File: config.mk
export PLATFORM = sky130hd
export DESIGN_NAME = kpn_fifo_scheduler
export DESIGN_NICKNAME = d
export VERILOG_FILES = /design/src/rtl/kpn_pkg.sv /design/src/rtl/kpn_rr_arbiter.sv /design/src/rtl/kpn_fifo_scheduler.sv
export SDC_FILE = /design/constraint.sdc
export NUM_CORES = 1
export LEC_CHECK = 0
export CAP_MARGIN = 10
export CELL_PAD_IN_SITES_DETAIL_PLACEMENT = 2
export CELL_PAD_IN_SITES_GLOBAL_PLACEMENT = 2
export CORE_MARGIN = 5
export CORE_UTILIZATION = 21
export DETAILED_ROUTE_END_ITERATION = 6
export PLACE_DENSITY_LB_ADDON = 0.1
export SYNTH_ARGS = -nofsm -noshare
export SYNTH_HDL_FRONTEND = slang
export SYNTH_SLANG_ARGS = --single-unit
File: constraint.sdc
create_clock -name clk -period 3.2 [get_ports clk]
set_input_delay 0.48 -clock clk [delete_from_list [all_inputs] [get_ports clk]]
set_output_delay 0.48 -clock clk [all_outputs]
set_load 0.01 [all_outputs]
File: src/rtl/kpn_pkg.sv
// Shared types and defaults for the KPN channel FIFO and its scheduler.
package kpn_pkg;

  localparam int DEF_BITS_NUMBER   = 16;
  localparam int DEF_FIFO_ELEMENTS = 5;

  typedef enum logic {
    ST_IDLE = 1'b0,
    ST_CMD  = 1'b1
  } state_e;

  typedef enum logic {
    OP_READ  = 1'b0,
    OP_WRITE = 1'b1
  } op_e;

  // Width of a pointer that indexes n requesters (at least one bit).
  function automatic int ptr_width(input int n);
    return (n > 1) ? $clog2(n) : 1;
  endfunction

endpackage

File: src/rtl/kpn_rr_arbiter.sv
// Combinational round-robin picker: first asserted request at or after rr_ptr,
// wrapping around; the pointer register itself lives in the caller.
module kpn_rr_arbiter
  import kpn_pkg::*;
#(
  parameter int N_REQ = 4,
  localparam int PTR_W = ptr_width(N_REQ)
) (
  input  logic [N_REQ-1:0] req,
  input  logic [PTR_W-1:0] rr_ptr,
  output logic [N_REQ-1:0] pick,
  output logic             valid
);

  logic [PTR_W:0] pos;

  always_comb begin
    pick  = '0;
    valid = 1'b0;
    pos   = '0;
    for (int k = 0; k < N_REQ; k++) begin
      pos = {1'b0, rr_ptr} + (PTR_W+1)'(k);
      if (pos >= (PTR_W+1)'(N_REQ)) begin
        pos = pos - (PTR_W+1)'(N_REQ);
      end
      if (!valid && req[pos[PTR_W-1:0]]) begin
        valid                = 1'b1;
        pick[pos[PTR_W-1:0]] = 1'b1;
      end
    end
  end

endmodule

File: src/rtl/kpn_fifo_scheduler.sv
// Shares one flagless KPN channel FIFO between N_REQ producers and one consumer,
// tracking occupancy locally and issuing single-cycle, non-consecutive commands.
module kpn_fifo_scheduler
  import kpn_pkg::*;
#(
  parameter int BITS_NUMBER   = DEF_BITS_NUMBER,
  parameter int FIFO_ELEMENTS = DEF_FIFO_ELEMENTS,
  parameter int N_REQ         = 4
) (
  input  logic                         clk,
  input  logic                         reset,
  input  logic [N_REQ-1:0]             req,
  input  logic [N_REQ*BITS_NUMBER-1:0] wr_data,
  output logic [N_REQ-1:0]             grant,
  input  logic                         rd_req,
  output logic                         rd_valid,
  output logic [BITS_NUMBER-1:0]       rd_data,
  output logic                         fifo_wr,
  output logic                         fifo_rd,
  output logic [BITS_NUMBER-1:0]       fifo_data,
  input  logic [BITS_NUMBER-1:0]       fifo_q,
  output logic [FIFO_ELEMENTS:0]       count,
  output logic                         full,
  output logic                         empty
);

  localparam int PTR_W = ptr_width(N_REQ);
  localparam int CNT_W = FIFO_ELEMENTS + 1;
  localparam logic [CNT_W-1:0] CAPACITY = CNT_W'(1) << FIFO_ELEMENTS;

  state_e                 state_q, state_d;
  op_e                    last_op_q, last_op_d;
  logic [N_REQ-1:0]       grant_q, grant_d;
  logic                   fifo_wr_q, fifo_wr_d;
  logic                   fifo_rd_q, fifo_rd_d;
  logic                   rd_valid_q, rd_valid_d;
  logic [BITS_NUMBER-1:0] fifo_data_q, fifo_data_d;
  logic [CNT_W-1:0]       count_q, count_d;
  logic [PTR_W-1:0]       rr_ptr_q, rr_ptr_d;

  logic [N_REQ-1:0]       arb_pick;
  logic                   arb_valid;
  logic [PTR_W-1:0]       pick_idx;
  logic [PTR_W-1:0]       next_ptr;
  logic [BITS_NUMBER-1:0] pick_data;
  logic                   wr_elig;
  logic                   rd_elig;
  logic                   do_wr;
  logic                   do_rd;

  kpn_rr_arbiter #(
    .N_REQ (N_REQ)
  ) u_arb (
    .req    (req),
    .rr_ptr (rr_ptr_q),
    .pick   (arb_pick),
    .valid  (arb_valid)
  );

  always_comb begin
    pick_idx  = '0;
    pick_data = '0;
    for (int i = 0; i < N_REQ; i++) begin
      if (arb_pick[i]) begin
        pick_idx  = PTR_W'(i);
        pick_data = wr_data[i*BITS_NUMBER +: BITS_NUMBER];
      end
    end
  end

  assign next_ptr = (pick_idx == PTR_W'(N_REQ - 1)) ? '0 : pick_idx + PTR_W'(1);

  assign full    = (count_q == CAPACITY);
  assign empty   = (count_q == '0);
  assign wr_elig = arb_valid & ~full;
  assign rd_elig = rd_req & ~empty;
  // Under contention, alternate against the last executed op.
  assign do_wr   = wr_elig & (~rd_elig | (last_op_q == OP_READ));
  assign do_rd   = rd_elig & ~do_wr;

  always_comb begin
    state_d     = state_q;
    last_op_d   = last_op_q;
    grant_d     = '0;
    fifo_wr_d   = 1'b0;
    fifo_rd_d   = 1'b0;
    fifo_data_d = fifo_data_q;
    count_d     = count_q;
    rr_ptr_d    = rr_ptr_q;
    rd_valid_d  = fifo_rd_q;
    case (state_q)
      ST_IDLE: begin
        if (do_wr) begin
          state_d     = ST_CMD;
          last_op_d   = OP_WRITE;
          grant_d     = arb_pick;
          fifo_wr_d   = 1'b1;
          fifo_data_d = pick_data;
          rr_ptr_d    = next_ptr;
        end else if (do_rd) begin
          state_d   = ST_CMD;
          last_op_d = OP_READ;
          fifo_rd_d = 1'b1;
        end
      end
      ST_CMD: begin
        // Commands return low for one cycle; occupancy follows the command just issued.
        state_d = ST_IDLE;
        if (fifo_wr_q && !full) begin
          count_d = count_q + CNT_W'(1);
        end else if (fifo_rd_q && !empty) begin
          count_d = count_q - CNT_W'(1);
        end
      end
      default: state_d = ST_IDLE;
    endcase
  end

  always_ff @(posedge clk) begin
    if (reset) begin
      state_q     <= ST_IDLE;
      last_op_q   <= OP_READ;
      grant_q     <= '0;
      fifo_wr_q   <= 1'b0;
      fifo_rd_q   <= 1'b0;
      fifo_data_q <= '0;
      rd_valid_q  <= 1'b0;
      count_q     <= '0;
      rr_ptr_q    <= '0;
    end else begin
      state_q     <= state_d;
      last_op_q   <= last_op_d;
      grant_q     <= grant_d;
      fifo_wr_q   <= fifo_wr_d;
      fifo_rd_q   <= fifo_rd_d;
      fifo_data_q <= fifo_data_d;
      rd_valid_q  <= rd_valid_d;
      count_q     <= count_d;
      rr_ptr_q    <= rr_ptr_d;
    end
  end

  assign grant     = grant_q;
  assign fifo_wr   = fifo_wr_q;
  assign fifo_rd   = fifo_rd_q;
  assign fifo_data = fifo_data_q;
  assign rd_valid  = rd_valid_q;
  assign rd_data   = fifo_q;
  assign count     = count_q;

endmodule
==> metrics, run 1 <==
CP Capture Type flip-flop; DIE AREA 0.0132 mm²; status completed; hold crit path type reg2reg; number of flops mapped to enable cells by yosys 0; P_leak 1.30 nW; CP Data Arrival Time 3.23 ns; clk sink count 33; share of the synthesized area in the top cell type 0.286; Gate Count Post-Synth 251; diode count 0; Netlist cell types 47; CTS root buf clkbuf_8; Power Dens Cells 806 mW/mm²; GRT overflow 0; period utilization 0.955; Core Region 0.0108 mm²; Syn. warnings 0; worst skew pair latency 0.29 ns; actual slew at the worst max-slew pin 0.879 ns; vias 2308; residual DRC count 0; Final nets 443; register area share after synthesis 0.286; postcts setup bufs 0; first-pass GRT wire length 14100 µm; count of final hold-check violations 0; syn avg cell area 9.21 µm²; register area 661 µm²; drt first pass iters 3; Global Route Usage Sum 0.133; critical path startpoint category input port; # setup viols final 0; Starting Density 0.214; Die X 115 µm; gpl congestion 0.742; WL/cell 18.4 µm; Max Freq 327 MHz; CP required 3.37 ns; Worst slew margin 0.414; post-route ant nets 0; final slew viol count 0; CTS tree done; layout cell share with drive strength beyond 1 0.139; H-tree levels 2; Iter 0 DRT Violations 24; CP Class in2reg; Crit path max-delay family compound AO/OA/AOI/OAI gates; Seq cells post-synth 33; CP max stage delay 0.58 ns; Async S/R FF share, synth 0; slowest cell on the critical path clkdlybuf4s50_1; multi-input logic area 0.00145 mm²; syn_nets 349; min Tclk post-route 3.06 ns; Filler cells 1203; commonest cells after routing, fill and taps aside clkdlybuf4s50_1 (101), dfxtp_1 (33), and2_1 (20); routed vias/inst 4.75; Synth area leader dfxtp_1; DP HPWL 6710 µm; post-route insts no fill 486; worst-path fanout max 8; clk slew on worst S/H paths 0.08 ns; commonest non-fill, non-tap cell in the layout clkdlybuf4s50_1; IO buf count 101; Area contributors post-synth dfxtp_1 (29%), a2111oi_2 (6.5%), o2bb2ai_1 (6.1%); Max Cap Viol 0; area grow syn2layout 52.8%; IO Count 134; std cell rows 38; WHS 0.463 ns; Cell Chain, Critical Path clkdlybuf4s50_1, or3b_1, a2111oi_1, nand3b_1, a221o_1, nor3_4, buf_4, a2111oi_2, o2bb2ai_1; initial antenna violation count 0; Num CTS Buffers 5; Die Ht 115 µm; CP bufs+invs 2; Setup Skew 0.00923 ns; largest net degree at the start of global routing 22; vias in the first global route 2515; Cell Count Post-Placement 478; Clock Tree Buf Depth 2; Top FF cell, synth dfxtp_1; final WL 8930 µm; VDD IR-drop max 0.000260 V; Synth Cell Area 0.00231 mm²
final timing paths:
check | startpoint | end | slack, ns | depth (start not counted)
max | req[2] | fifo_data[10]$_SDFFE_PP0P_ | 0.14 | 9
min reg2reg | fifo_data[0]$_SDFFE_PP0P_ | fifo_data[0]$_SDFFE_PP0P_ | 0.46 | 1
min | fifo_data[0]$_SDFFE_PP0P_ | fifo_data[0]$_SDFFE_PP0P_ | 0.46 | 1
max reg2reg | rr_ptr_q[0]$_SDFFE_PP0P_ | fifo_data[10]$_SDFFE_PP0P_ | 0.17 | 10
where the power goes:
part           switching (mW)  total (mW)  internal (mW)  leakage, nW
Clock                   0.180       0.331          0.151       0.0439
Combinational           0.947        1.89          0.946        0.986
Sequential             0.0794       0.623          0.543        0.270
Total                    1.21        2.85           1.64         1.30
per-stage QoR:
stage	worst slack [ns]	total power [mW]	setup TNS (ns)	cell area [µm²]	utilization
2_1_floorplan	0.311	1.81	0	2310	-
3_3_place_gp	-0.246	2.51	-3.72	3430	0.318
3_5_place_dp	-0.377	2.54	-5.63	3430	0.318
4_1_cts	0.0861	2.90	0	3530	0.327
5_1_grt	-0.00119	3.08	-0.00119	3530	0.327
6_report	0.143	2.85	0	3530	0.327
logic make-up after synthesis:
| logic type | after synthesis | share of synthesized area |
|---|---|---|
| xor+xnor | 5 | 0.0189 |
| buf+inv | 36 | 0.0958 |
| flops | 33 | 0.286 |
| mux | 5 | 0.0411 |
| simple gates | 79 | 0.211 |
| fa+ha+maj | 11 | 0.0628 |
| compound gates | 82 | 0.284 |
synthesized netlist by cell type (2+ instances only):
master	number
dfxtp_1	33
and2_1	20
buf_4	16
o21ai_0	16
o2bb2ai_1	16
a21oi_1	14
nand2_1	13
a2111oi_2	10
and3_1	10
ha_1	10
nor2_1	10
inv_1	8
a2111oi_0	7
and3_4	7
clkbuf_1	6
nand3b_1	5
xnor2_1	5
buf_2	3
buf_6	3
nor3_1	3
o21ai_1	3
a211oi_1	2
a21o_1	2
mux2i_1	2
mux4_1	2
nor2b_1	2
nor4_1	2
or3_1	2
per-layer routing:
layer  part of all wire  GRT usage
met4             0.0095     0.0258
met3              0.053     0.0258
met1               0.44      0.175
met5                  0          0
met2               0.49      0.230
registers in the layout, summed over array words and instances (netlist names):
signal	count
last_op_q	1
state_q	1
fifo_wr	1
rd_valid	1
fifo_data	16
grant	4
rr_ptr_q	2
count	6
fifo_rd	1
worst reg2reg max path: cells and delay by family, from the launching register on:
family | cells | cell delay, ns
buffers and inverters | 2 | 0.28
adder cells (fa/ha/maj) | 1 | 0.32
flip-flops | 1 | 0.35
AO/OA/AOI/OAI | 4 | 1.17
AND/OR/NAND/NOR | 3 | 0.81
what timing repair did:
| action | 4_1_cts | 5_1_grt |
|---|---|---|
| setup endpoints to repair | 16 | 16 |
| gates resized for setup | 1 | 3 |
| hold buffers | 0 | 0 |
| pin swaps | 0 | 1 |
area by class of cell:
| class | count | share of cell area |
|---|---|---|
| tap | 140 | 0.0496 |
| clock inverter | 3 | 0.00496 |
| timing repair buffer | 115 | 0.320 |
| multi-input combinational | 182 | 0.411 |
| inverter | 8 | 0.00850 |
| sequential | 33 | 0.187 |
| clock buffer | 5 | 0.0195 |
Power figures use the tool's default switching activity.
==> run 2, diff against run 1 <==
CORE_UTILIZATION = 22   (was 21)
PLACE_DENSITY_LB_ADDON = 0.25   (was 0.1)
clock period = 3.63 ns   (was 3.2 ns; I/O delays follow)
==> metrics, run 2 (synthesis results as in run 1) <==
commonest cells after routing, fill and taps aside clkdlybuf4s50_1 (101), dfxtp_1 (33), and2_1 (20); Die Ht 112 µm (-2.1%); CP most frequent cell a2111oi_0; hold crit path type reg2reg; Max Freq 308 MHz; Largest register FFs 16 (unchanged); IO buf count 101 (unchanged); min Tclk post-route 3.25 ns; DIE AREA 0.0127 mm² (-4.2%); CTS tree done; final slew viol count 0 (unchanged); layout cell share with drive strength beyond 1 0.120 (-0.0185); commonest non-fill, non-tap cell in the layout clkdlybuf4s50_1; CP Capture Type flip-flop; Max Cap Viol 0 (unchanged); Iter 0 DRT Violations 81 (+240%); count of final hold-check violations 0 (unchanged); gpl congestion 0.782 (+5.4%); vias 2309 (+0.043%); postcts setup bufs 0 (unchanged); Final nets 439 (-0.90%); DP HPWL 6790 µm (+1.2%); post-CTS sizing 0 (-1); CP bufs+invs 1 (-1); actual slew at the worst max-slew pin 0.881 ns (+0.00247 ns); residual DRC count 0 (unchanged); RSZ-0062 raised after global routing false; post-route ant nets 0 (unchanged); area grow syn2layout 50.8%; Setup Skew 0.00540 ns (-0.00383 ns); Num CTS Buffers 5 (unchanged); Die X 112 µm (-2.1%); Clock Tree Buf Depth 2 (unchanged); vias in the first global route 2625 (+4.4%); final WL 8970 µm (+0.49%); largest net degree at the start of global routing 22 (unchanged); Starting Density 0.225 (+0.0107); worst-path fanout max 16 (+8); Worst slew margin 0.411 (-0.00356); slowest cell on the critical path nor3_4; CP Data Arrival Time 3.46 ns (+0.23 ns); critical path startpoint category input port; WL/cell 18.8 µm (+2.4%); std cell rows 37 (-2.6%); routed vias/inst 4.84 (+1.9%); CP Class in2reg; placed instance area 0.00338 mm² (-1.4%); H-tree levels 2 (unchanged); GRT overflow 0 (unchanged); worst skew pair latency 0.28 ns (about the same); clk sink count 33 (unchanged); Max Used Layer met4; Filler cells 1156 (-3.9%); P_leak 1.29 nW (-0.91%); status completed; final core area utilization 0.339 (+0.0120); Core Region 0.0103 mm² (-4.8%); metal3 WL 313 µm (-34%); clk slew on worst S/H paths 0.07 ns (about the same); drt first pass iters 4 (+1); Pwr Total 2.47 mW (-13%); IO Count 134 (unchanged); post-route insts no fill 477 (-1.9%); # setup viols final 0 (unchanged); met1 wire length 3900 µm (-1.4%); CP required 3.84 ns (+0.47 ns); period utilization 0.895; Global Route Usage Sum 0.139 (+0.00506); Cell Chain, Critical Path clkdlybuf4s50_1, or3b_1, a2111oi_0, nand3b_1, a221oi_1, nor3_4, a2111oi_0, o2bb2ai_1; final instance area 0.00349 mm² (-1.3%); Cell Count Post-Placement 470 (-1.7%); first-pass GRT wire length 14100 µm (-0.34%); TNS Setup 0 ns (unchanged); met2 WL 4690 µm (+6.1%); CTS root buf clkbuf_8; initial antenna violation count 0 (unchanged); CP max stage delay 0.71 ns (+0.13 ns); Crit path max-delay family simple AND/OR/NAND/NOR gates; VDD IR-drop max 0.000303 V (+16%); Power Dens Cells 710 mW/mm² (-12%); diode count 0 (unchanged); cts hold-fix bufs 0 (unchanged)
-- run 2: routing by layer --
layer  GRT usage  vias to the layer above
met5           0                        -
met4      0.0345                        0
met3      0.0286                       12
met2       0.252                       56
met1       0.166                     1136
li1            -                     1105
-- run 2: power by group --
group | internal (mW) | switching (mW) | total (mW)
clock | 0.200 | 0.142 | 0.342
sequential | 0.479 | 0.0680 | 0.547
combinational | 0.773 | 0.813 | 1.59
total | 1.45 | 1.02 | 2.47
-- run 2: layout make-up --
cell class                      instances  area [µm²]  area share
Tap cell                              136         170      0.0488
Clock inverter                          2        35.0      0.0101
Timing Repair Buffer                  111        1090       0.312
Multi-Input combinational cell        182        1440       0.412
Clock buffer                            5        68.8      0.0197
Sequential cell                        33         661       0.190
Inverter                                8        30.0     0.00861
-- run 2: worst reg2reg max path, cell delays in order (launching register included) --
cell       delay, ns
dfxtp_1         0.33
inv_1           0.09
ha_1            0.37
or3b_1          0.38
a2111oi_0       0.34
nand3b_1        0.29
a221oi_1        0.19
nor3_4          0.71
a2111oi_0       0.27
o2bb2ai_1       0.19
-- run 2: worst paths after layout --
kind	startpoint	end	slack (ns)	depth (start not counted)
worst min register to register	fifo_data[5]$_SDFFE_PP0P_	fifo_data[5]$_SDFFE_PP0P_	0.47	1
worst max register to register	rr_ptr_q[0]$_SDFFE_PP0P_	fifo_data[2]$_SDFFE_PP0P_	0.41	9
worst max-delay path	req[2]	fifo_data[2]$_SDFFE_PP0P_	0.38	8
worst min-delay path	fifo_data[5]$_SDFFE_PP0P_	fifo_data[5]$_SDFFE_PP0P_	0.47	1
-- run 2: per-stage QoR --
step / setup slack (ns) / hold WS (ns)
5_1_grt: 0.148 / 0.479
2_1_floorplan: 0.741 / 0.471
3_5_place_dp: 0.0614 / 0.450
4_1_cts: 0.349 / 0.472
3_3_place_gp: 0.170 / 0.445
6_report: 0.381 / 0.467
==> run 3, diff against run 2 <==
SLEW_MARGIN = 20   (was unset)
==> results of run 3 <==
The final DEF is identical to that of run 2; final timing and power are the same.
